`config.mk`:
```
export PLATFORM = sky130hd
export DESIGN_NAME = gpr_wb_arbiter
export DESIGN_NICKNAME = d
export VERILOG_FILES = /design/src/rtl/gpr_wb_arbiter.sv
export SDC_FILE = /design/constraint.sdc
export NUM_CORES = 1
export LEC_CHECK = 0
export ABC_AREA = 0
export BUFFER_PORTS_ARGS = -buffer_cell sky130_fd_sc_hd__buf_2
export CORE_MARGIN = 4
export CORE_UTILIZATION = 30
export CTS_BUF_LIST = sky130_fd_sc_hd__clkbuf_16
export DETAILED_ROUTE_END_ITERATION = 8
export PLACE_DENSITY = 0.67
export SLEW_MARGIN = 20
export SYNTH_ARGS = -nofsm -noshare
export SYNTH_HDL_FRONTEND = slang
export SYNTH_SLANG_ARGS = --single-unit
```
`constraint.sdc`:
```
create_clock -name clk -period 2 [get_ports clk]
set_input_delay 0.2 -clock clk [delete_from_list [all_inputs] [get_ports clk]]
set_output_delay 0.2 -clock clk [all_outputs]
set_load 0.005 [all_outputs]
```
`src/rtl/gpr_wb_arbiter.sv`:
```
// gpr_wb_arbiter: shares the GPR write port between the ALU (port 0) and the
// multi-cycle unit (port 1), and tracks pending multi-cycle writes in a busy
// scoreboard that stalls hazardous issues.
// Optional macro GPR_ARB_STATS_EN adds grant and conflict counters.
module gpr_wb_arbiter #(
    parameter int unsigned MAX_WAIT = 3,
    parameter int unsigned DATA_W   = 32
) (
    input  logic              clk,
    input  logic              rst,
    input  logic              i_v0,
    input  logic [4:0]        i_reg0,
    input  logic [DATA_W-1:0] i_data0,
    output logic              o_rdy0,
    input  logic              i_v1,
    input  logic [4:0]        i_reg1,
    input  logic [DATA_W-1:0] i_data1,
    output logic              o_rdy1,
    input  logic              i_issue,
    input  logic [4:0]        i_rs1,
    input  logic [4:0]        i_rs2,
    input  logic [4:0]        i_rd,
    output logic              o_stall,
    output logic              o_wen,
    output logic [4:0]        o_wreg,
    output logic [DATA_W-1:0] o_wdata,
    output logic [31:0]       o_busy
`ifdef GPR_ARB_STATS_EN
    ,
    output logic [31:0]       o_cnt0,
    output logic [31:0]       o_cnt1,
    output logic [31:0]       o_conf_cnt
`endif
);

    localparam logic [3:0] LP_MAX_WAIT = 4'(MAX_WAIT);

    logic [3:0]        r_wait;
    logic              r_wen;
    logic [4:0]        r_wreg;
    logic [DATA_W-1:0] r_wdata;
    logic [31:0]       r_busy;

    logic              w_gnt0;
    logic              w_gnt1;
    logic              w_stall;
    logic              w_set;
    logic [4:0]        w_greg;
    logic [DATA_W-1:0] w_gdata;
    logic [3:0]        w_wait_nxt;
    logic [31:0]       w_busy_nxt;

    // Arbitration: port 0 wins unless port 1 has aged out; nothing granted in reset.
    always_comb begin
        w_gnt1  = 1'b0;
        w_gnt0  = 1'b0;
        w_greg  = i_reg0;
        w_gdata = i_data0;
        if (!rst) begin
            w_gnt1 = i_v1 && (!i_v0 || (r_wait == LP_MAX_WAIT));
            w_gnt0 = i_v0 && !w_gnt1;
        end
        if (w_gnt1) begin
            w_greg  = i_reg1;
            w_gdata = i_data1;
        end
    end

    // Wait counter next state: counts refused port-1 cycles, saturating.
    always_comb begin
        w_wait_nxt = r_wait;
        if (!i_v1 || w_gnt1) begin
            w_wait_nxt = 4'd0;
        end else if (r_wait != LP_MAX_WAIT) begin
            w_wait_nxt = r_wait + 4'd1;
        end
    end

    // Hazard stall and scoreboard next state; a set on the same edge beats a clear.
    always_comb begin
        w_stall    = i_issue && (r_busy[i_rs1] | r_busy[i_rs2] | r_busy[i_rd]);
        w_set      = i_issue && !w_stall && (i_rd != 5'd0);
        w_busy_nxt = r_busy;
        if (w_gnt1) begin
            w_busy_nxt[i_reg1] = 1'b0;
        end
        if (w_set) begin
            w_busy_nxt[i_rd] = 1'b1;
        end
        w_busy_nxt[0] = 1'b0;
    end

    // State: write-port register, wait counter and scoreboard.
    always_ff @(posedge clk) begin
        if (rst) begin
            r_wait  <= 4'd0;
            r_wen   <= 1'b0;
            r_wreg  <= 5'd0;
            r_wdata <= '0;
            r_busy  <= 32'd0;
        end else begin
            r_wait <= w_wait_nxt;
            r_busy <= w_busy_nxt;
            if (w_gnt0 || w_gnt1) begin
                // Writes to r0 are accepted but never reach the register file.
                r_wen   <= (w_greg != 5'd0);
                r_wreg  <= w_greg;
                r_wdata <= w_gdata;
            end else begin
                r_wen <= 1'b0;
            end
        end
    end

`ifdef GPR_ARB_STATS_EN
    logic [31:0] r_cnt0;
    logic [31:0] r_cnt1;
    logic [31:0] r_conf_cnt;

    // Statistics: per-port grants and contention cycles, wrapping.
    always_ff @(posedge clk) begin
        if (rst) begin
            r_cnt0     <= 32'd0;
            r_cnt1     <= 32'd0;
            r_conf_cnt <= 32'd0;
        end else begin
            if (w_gnt0) r_cnt0 <= r_cnt0 + 32'd1;
            if (w_gnt1) r_cnt1 <= r_cnt1 + 32'd1;
            if (i_v0 && i_v1) r_conf_cnt <= r_conf_cnt + 32'd1;
        end
    end

    assign o_cnt0     = r_cnt0;
    assign o_cnt1     = r_cnt1;
    assign o_conf_cnt = r_conf_cnt;
`endif

    assign o_rdy0  = w_gnt0;
    assign o_rdy1  = w_gnt1;
    assign o_stall = w_stall;
    assign o_wen   = r_wen;
    assign o_wreg  = r_wreg;
    assign o_wdata = r_wdata;
    assign o_busy  = r_busy;

endmodule

```
After elaboration in Yosys (flattened, before gate mapping)
Cells that the tools add are included.
{"block": "op_classes", "n_reduce_logical": 18, "magnitude_cmp": 6, "eq_ne": 2, "n_addsub": 1, "bitwise_logic": 6, "n_mux": 16}
{"op": "2-to-1 mux 32 bit", "count": 3}
{"op": "AND 32 bit", "count": 1}
{"op": "NOT 32 bit", "count": 1}
{"op": "OR 32 bit", "count": 1}
{"op": "< comparator 5 x 6 -> 1 bit, second input constant", "count": 4}
{"op": "binary-select mux 1 bit (select 5 bit)", "count": 3}
{"op": "demux 1 bit (select 5 bit)", "count": 2}
{"op": ">= comparator 5 x 1 -> 1 bit, second input constant", "count": 2}
{"op": "nonzero test 5 bit", "count": 2}
{"op": "logical AND 1 bit", "count": 7}
{"op": "2-to-1 mux 1 bit", "count": 7}
{"op": "2-to-1 mux 5 bit", "count": 1}
{"op": "adder 4 x 1 -> 4 bit, second input constant", "count": 1}
{"op": "== test 4 x 2 -> 1 bit, second input constant", "count": 1}
{"op": "zero test 1 bit", "count": 4}
{"op": "inequality test 4 x 2 -> 1 bit, second input constant", "count": 1}
{"op": "OR reduction 2 bit", "count": 2}
{"op": "logical OR 1 bit", "count": 3}
{"op": "OR 1 bit", "count": 2}
{"op": "NOT 1 bit", "count": 1}
{"block": "totals", "inputBits": 94, "word_cells": 55, "output_inout_bits": 73, "regBits": 74}

Logic depth before layout (Yosys ltp)
{"block": "depth", "word_depth": 9, "depth_mapped": 8, "mapped_depth_nobuf": 6}

Least setup slack after synthesis
OpenSTA, ideal clock, no wires.
{"block": "synth_timing", "path_kind": "input to register", "start": "input i_rs2[2]", "end": "register r_busy[10], in the netlist o_busy[10]", "required_time_ns": 1.924, "slack_ns": -0.016, "t_arrival_ns": 1.940, "cell_stages": 7, "setup_time_ns": 0.076, "n_path_buf": 1, "cell_sequence": "buf_2 mux4_2 o211ai_1 a21oi_1 nor4b_4 nand4_1 o21ai_0"}
{"block": "synth_between", "elab_chain_cells": 9}
{"item": "from (decl)", "line": "21", "text": "input logic [4:0] i_rs2,"}
{"item": "binary-select mux 1 bit (select 5 bit)", "line": "81", "text": "w_stall = i_issue && (r_busy[i_rs1] | r_busy[i_rs2] | r_busy[i_rd]);"}
{"item": "2-to-1 mux 1 bit (implied by the code)", "line": "81"}
{"item": "OR 1 bit (2 in series)", "line": "81"}
{"item": "logical AND 1 bit", "line": "81"}
{"item": "zero test 1 bit", "line": "82", "text": "w_set = i_issue && !w_stall && (i_rd != 5'd0);"}
{"item": "logical AND 1 bit (2 in series)", "line": "82"}
{"item": "2-to-1 mux 32 bit", "line": "87", "text": "if (w_set) begin"}
{"item": "to (signal assigned)", "line": "103", "text": "r_busy <= w_busy_nxt;"}
{"item": "to (decl)", "line": "42", "text": "logic [31:0] r_busy;"}
No other way between the ends. The select of a mux whose other input is x is not followed.
A chain may end at the register's enable or synchronous reset.

Worst setup path in the final report
{"block": "layout_timing", "start": "register r_busy[13], in the netlist o_busy[13]", "end": "output o_stall"}
{"block": "layout_between", "elab_chain_cells": 5, "word_cells_on_any_way": 9, "cone_classes": "mux: 6; bitwise: 2; reduce/logical: 1"}
{"item": "binary-select mux 1 bit (select 5 bit)", "line": "81"}
{"item": "2-to-1 mux 1 bit (implied by the code)", "line": "81"}
{"item": "OR 1 bit", "line": "81"}
{"item": "OR 1 bit (*)", "line": "81"}
{"item": "logical AND 1 bit (*)", "line": "81"}
{"item": "to (decl)", "line": "23", "text": "output logic o_stall,"}
Mark *: on every way between the ends. The rest lies on a longest branch, timed or not. The select of a mux whose other input is x is not followed.

==> summary.md <==
| Metric | Value |
|---|---|
| Status | `complete, but fails checks` |
| Failing checks | `negative setup slack` |
| CTS tree | `done` |
| Synthesis warning total | `0` |
| Worst Path Arrival | `~2100 ps` |
| Synthesized area per cell | `8.771 um^2` |
| WS Path Type | `reg -> out` |
| Switch Pwr | `between 0.9 and 1 mW` |
| Power Internal | `between 2 and 3 mW` |
| Combinational group share of total power | `0.169` |
| CTS buffer count | `9` |
| Worst Tran Pin Value | `between 500 and 600 ps` |
| Dpl hpwl | `roughly 12 mm` |
| CP bufs+invs | `2` |
| Hold buffers post-CTS | `0` |
| Tcrit/Tclk final | `1.145` |
| Top_reg_cell synth | `dfxtp_1` |
| Routed WL | `approximately 15 mm` |
| LEAKAGE | `2.736 nW` |
| Hold WC Path Type | `in -> reg` |
| Final ANT Viol Nets | `0` |
| Total GRT Usage | `0.1830` |
| EDFF count, synth | `0` |
| Final hold slack | `156.4 ps` |
| Achievable Freq | `around 0.44 GHz` |
| Synth Register Bits | `between 70 and 80` |
| Htree depth | `3` |
| Vert. Die Dim | `between 100 and 150 um` |
| Critical path endpoint category | `primary output` |
| WL per Instance | `roughly 17 um` |
| Starting Density | `0.3058` |
| N_diodes | `0` |
| Relative slew slack | `0.6219` |
| Max-Cap Viols | `0` |
| Buffers on Ports | `165` |
| Initial antenna violation count | `0` |
| Async SR Flop Fraction | `0` |
| Final hold violations | `0` |
| Clock-pin slew on the worst setup and hold paths | `around 60 ps` |
| Synth Cell Area | `about 4200 um^2` |
| Setup slack at placement | `-257.4 ps` |
| Switch share | `0.2536` |
| Vias in the first global route | `roughly 4.5k` |
| Crit-path cells | `mux4_2, mux2i_2, nor3b_2, buf_4, nor3_4, a41oi_1, buf_2` |
| Chip Width | `approximately 130 um` |
| Max FO, Critical Path | `5` |
| PD cells | `approximately 620 nW/um^2` |
| Post-synth cell types | `49` |
| CORE AREA | `roughly 14000 um^2` |
| Setup ws final | `-289.2 ps` |
| Clock sinks | `between 70 and 80` |
| Total Die Area | `~16000 um^2` |
| Worst skew pair latency | `approximately 330 ps` |
| Largest stage delay, worst path | `approximately 480 ps` |
| Req. time, crit path | `between 1500 and 2000 ps` |
| Drt drc | `0` |
| Peak supply drop | `0.3622 mV` |
| Share of power burned in registers | `0.401` |
| Syn Inst Count | `slightly below 500` |
| Syn Nets | `between 500 and 600` |
| First-pass GRT wire length | `roughly 24 mm` |
| Starting DRC count in detailed routing | `288` |
| Fin crit period | `approximately 2300 ps` |
| Fin nets | `~800` |
| Routed vias | `about 4.7k` |
| Share of cells above drive strength 1 | `0.4681` |
| Slew Viols, Final | `0` |
| CP delay by family, top | `multiplexers` |
| Sequential fraction of the synthesis area | `0.3442` |
| Root buffer cell | `clkbuf_16` |
| I/O Pins | `167` |
| # rows | `43` |
| First-pass DRT Iterations | `4` |
| Final setup viols | `26` |
| RSZ-0062 raised after global routing | `yes` |
| Clock share of power | `0.430` |
| GP Congestion | `between 0.8 and 0.9` |
| Setup Skew | `just under 6 ps` |
| Largest net degree at the start of global routing | `61` |
| Fillers | `around 1.4k` |
| CP startpoint kind | `flip-flop` |
| Grt total ovfl | `0` |
| Max clock buf depth | `2` |
| Via/cell ratio | `between 5 and 6` |
| Area Growth Syn to Fin | `47.16%` |
| Slowest stage cell, crit path | `mux4_2` |
power groups by stage:
stage / logic (mW) / clock network, mW / registers [mW]
2_1_floorplan: 0.310 / 0 / 1.59
3_5_place_dp: 0.624 / 0 / 1.59
3_3_place_gp: 0.617 / 0 / 1.59
4_1_cts: 0.642 / 1.70 / 1.56
5_1_grt: 0.722 / 1.77 / 1.56
6_report: 0.656 / 1.67 / 1.56
logic make-up after synthesis:
kind of cell    synth area share
simple gates              0.2140
compound gates            0.1860
flops                     0.3442
mux                       0.2063
buf+inv                  0.04156
xor+xnor                0.004127
fa+ha+maj               0.002947
other cells            0.0008833
metal layers:
| metal | up-vias | routed length [um] | global-route usage |
|---|---|---|---|
| met5 | - | 0 | 0 |
| met4 | 0 | 327 | 0.06688 |
| met3 | 25 | 1275 | 0.04168 |
| met1 | 2176 | 6438 | 0.2362 |
| li1 | 2224 | - | - |
| met2 | 228 | 7088 | 0.2995 |
worst register-to-register path: stages (launching register included):
cell and delay [ps]:
dfxtp_4 360, buf_4 130, mux4_2 460, nand4_1 100
o21ai_1 70, and4bb_2 330, buf_4 160, nand4_1 150
buf_6 190, o21ai_1 110
what timing repair did:
| action | in CTS | in global routing |
|---|---|---|
| buffers inserted | 9 | 3 |
| setup endpoints to repair | 33 | 32 |
| resized for setup | 58 | 31 |
| pin swaps | 29 | 8 |
| endpoints found under the hold margin | 0 | 0 |
| cloned | 0 | 0 |
flip-flops by register name, indices dropped and copies added, names as in the netlist:
register / cells
o_wdata: 32
o_busy: 31
o_wreg: 5
o_wen: 1
r_wait: 4
cell usage in the layout (no fill, tap or decap), types with 9 or more instances in the layout:
master	n
buf_2	165
buf_4	72
dfxtp_1	60
nor2_1	57
mux2i_1	46
nor2b_1	41
a211oi_1	38
o21ai_0	35
o21ai_2	24
nand2_1	17
mux4_2	14
nand4_1	11
o21ai_1	9
clkbuf_16	9
dfxtp_2	9
per-stage QoR:
step | std cells | util | setup TNS, ps | area, um^2 | power, mW
2_1_floorplan | 484 | - | -38.71 | 4254 | 1.905
3_3_place_gp | 859 | 0.4093 | -3008 | 5682 | 2.207
3_5_place_dp | 859 | 0.4093 | -5298 | 5682 | 2.216
4_1_cts | 883 | 0.4419 | -1575 | 6133 | 3.903
5_1_grt | 885 | 0.4501 | -5180 | 6247 | 4.052
6_report | 885 | 0.4501 | -2974 | 6247 | 3.881
path summary, 6_finish.rpt:
kind                                 start         end  slack (ps)  cells after the start
worst max-delay path            o_busy[13]     o_stall        -290                      7
worst min register to register   r_wait[0]   r_wait[0]         450                      1
worst min-delay path             i_reg0[3]       o_wen         160                      2
worst max register to register  o_busy[29]  o_busy[13]        -140                      9
synth_stat cells, types with 2 or more instances:
cell type	number	area, um^2
dfxtp_1	73	1461
o21ai_0	67	335.3
nor2_1	58	217.7
mux2i_1	47	470.5
nor2b_1	41	256.5
a211oi_1	38	285.3
clkbuf_1	24	90.09
nand2_1	18	67.56
mux4_2	14	315.3
nand4_1	11	68.82
buf_2	9	45.04
mux2_2	8	90.09
nand3_1	6	30.03
nand3b_1	6	45.04
inv_1	5	18.77
nor3_1	5	25.02
nand2b_1	4	25.02
nor4_1	4	25.02
o211ai_1	3	22.52
o22ai_1	3	18.77
or3b_2	3	26.28
a21oi_1	2	10.01
a221oi_1	2	17.52
buf_1	2	7.510
buf_4	2	15.01
nand4b_1	2	17.52
nor4b_1	2	17.52
o21a_1	2	15.01
or2_2	2	12.51
or4_1	2	15.01
final cells by class:
type                       instances  area (um^2)  area share
multi-input combinational        369         2780      0.4450
sequential                        73         1488      0.2381
tap                              180        225.2     0.03605
timing repair buffer             242         1431      0.2291
inverter                           5        18.77    0.003004
clock inverter                     7        78.83     0.01262
clock buffer                       9        225.2     0.03605
Note: power is estimated with default switching activity, not from simulation.
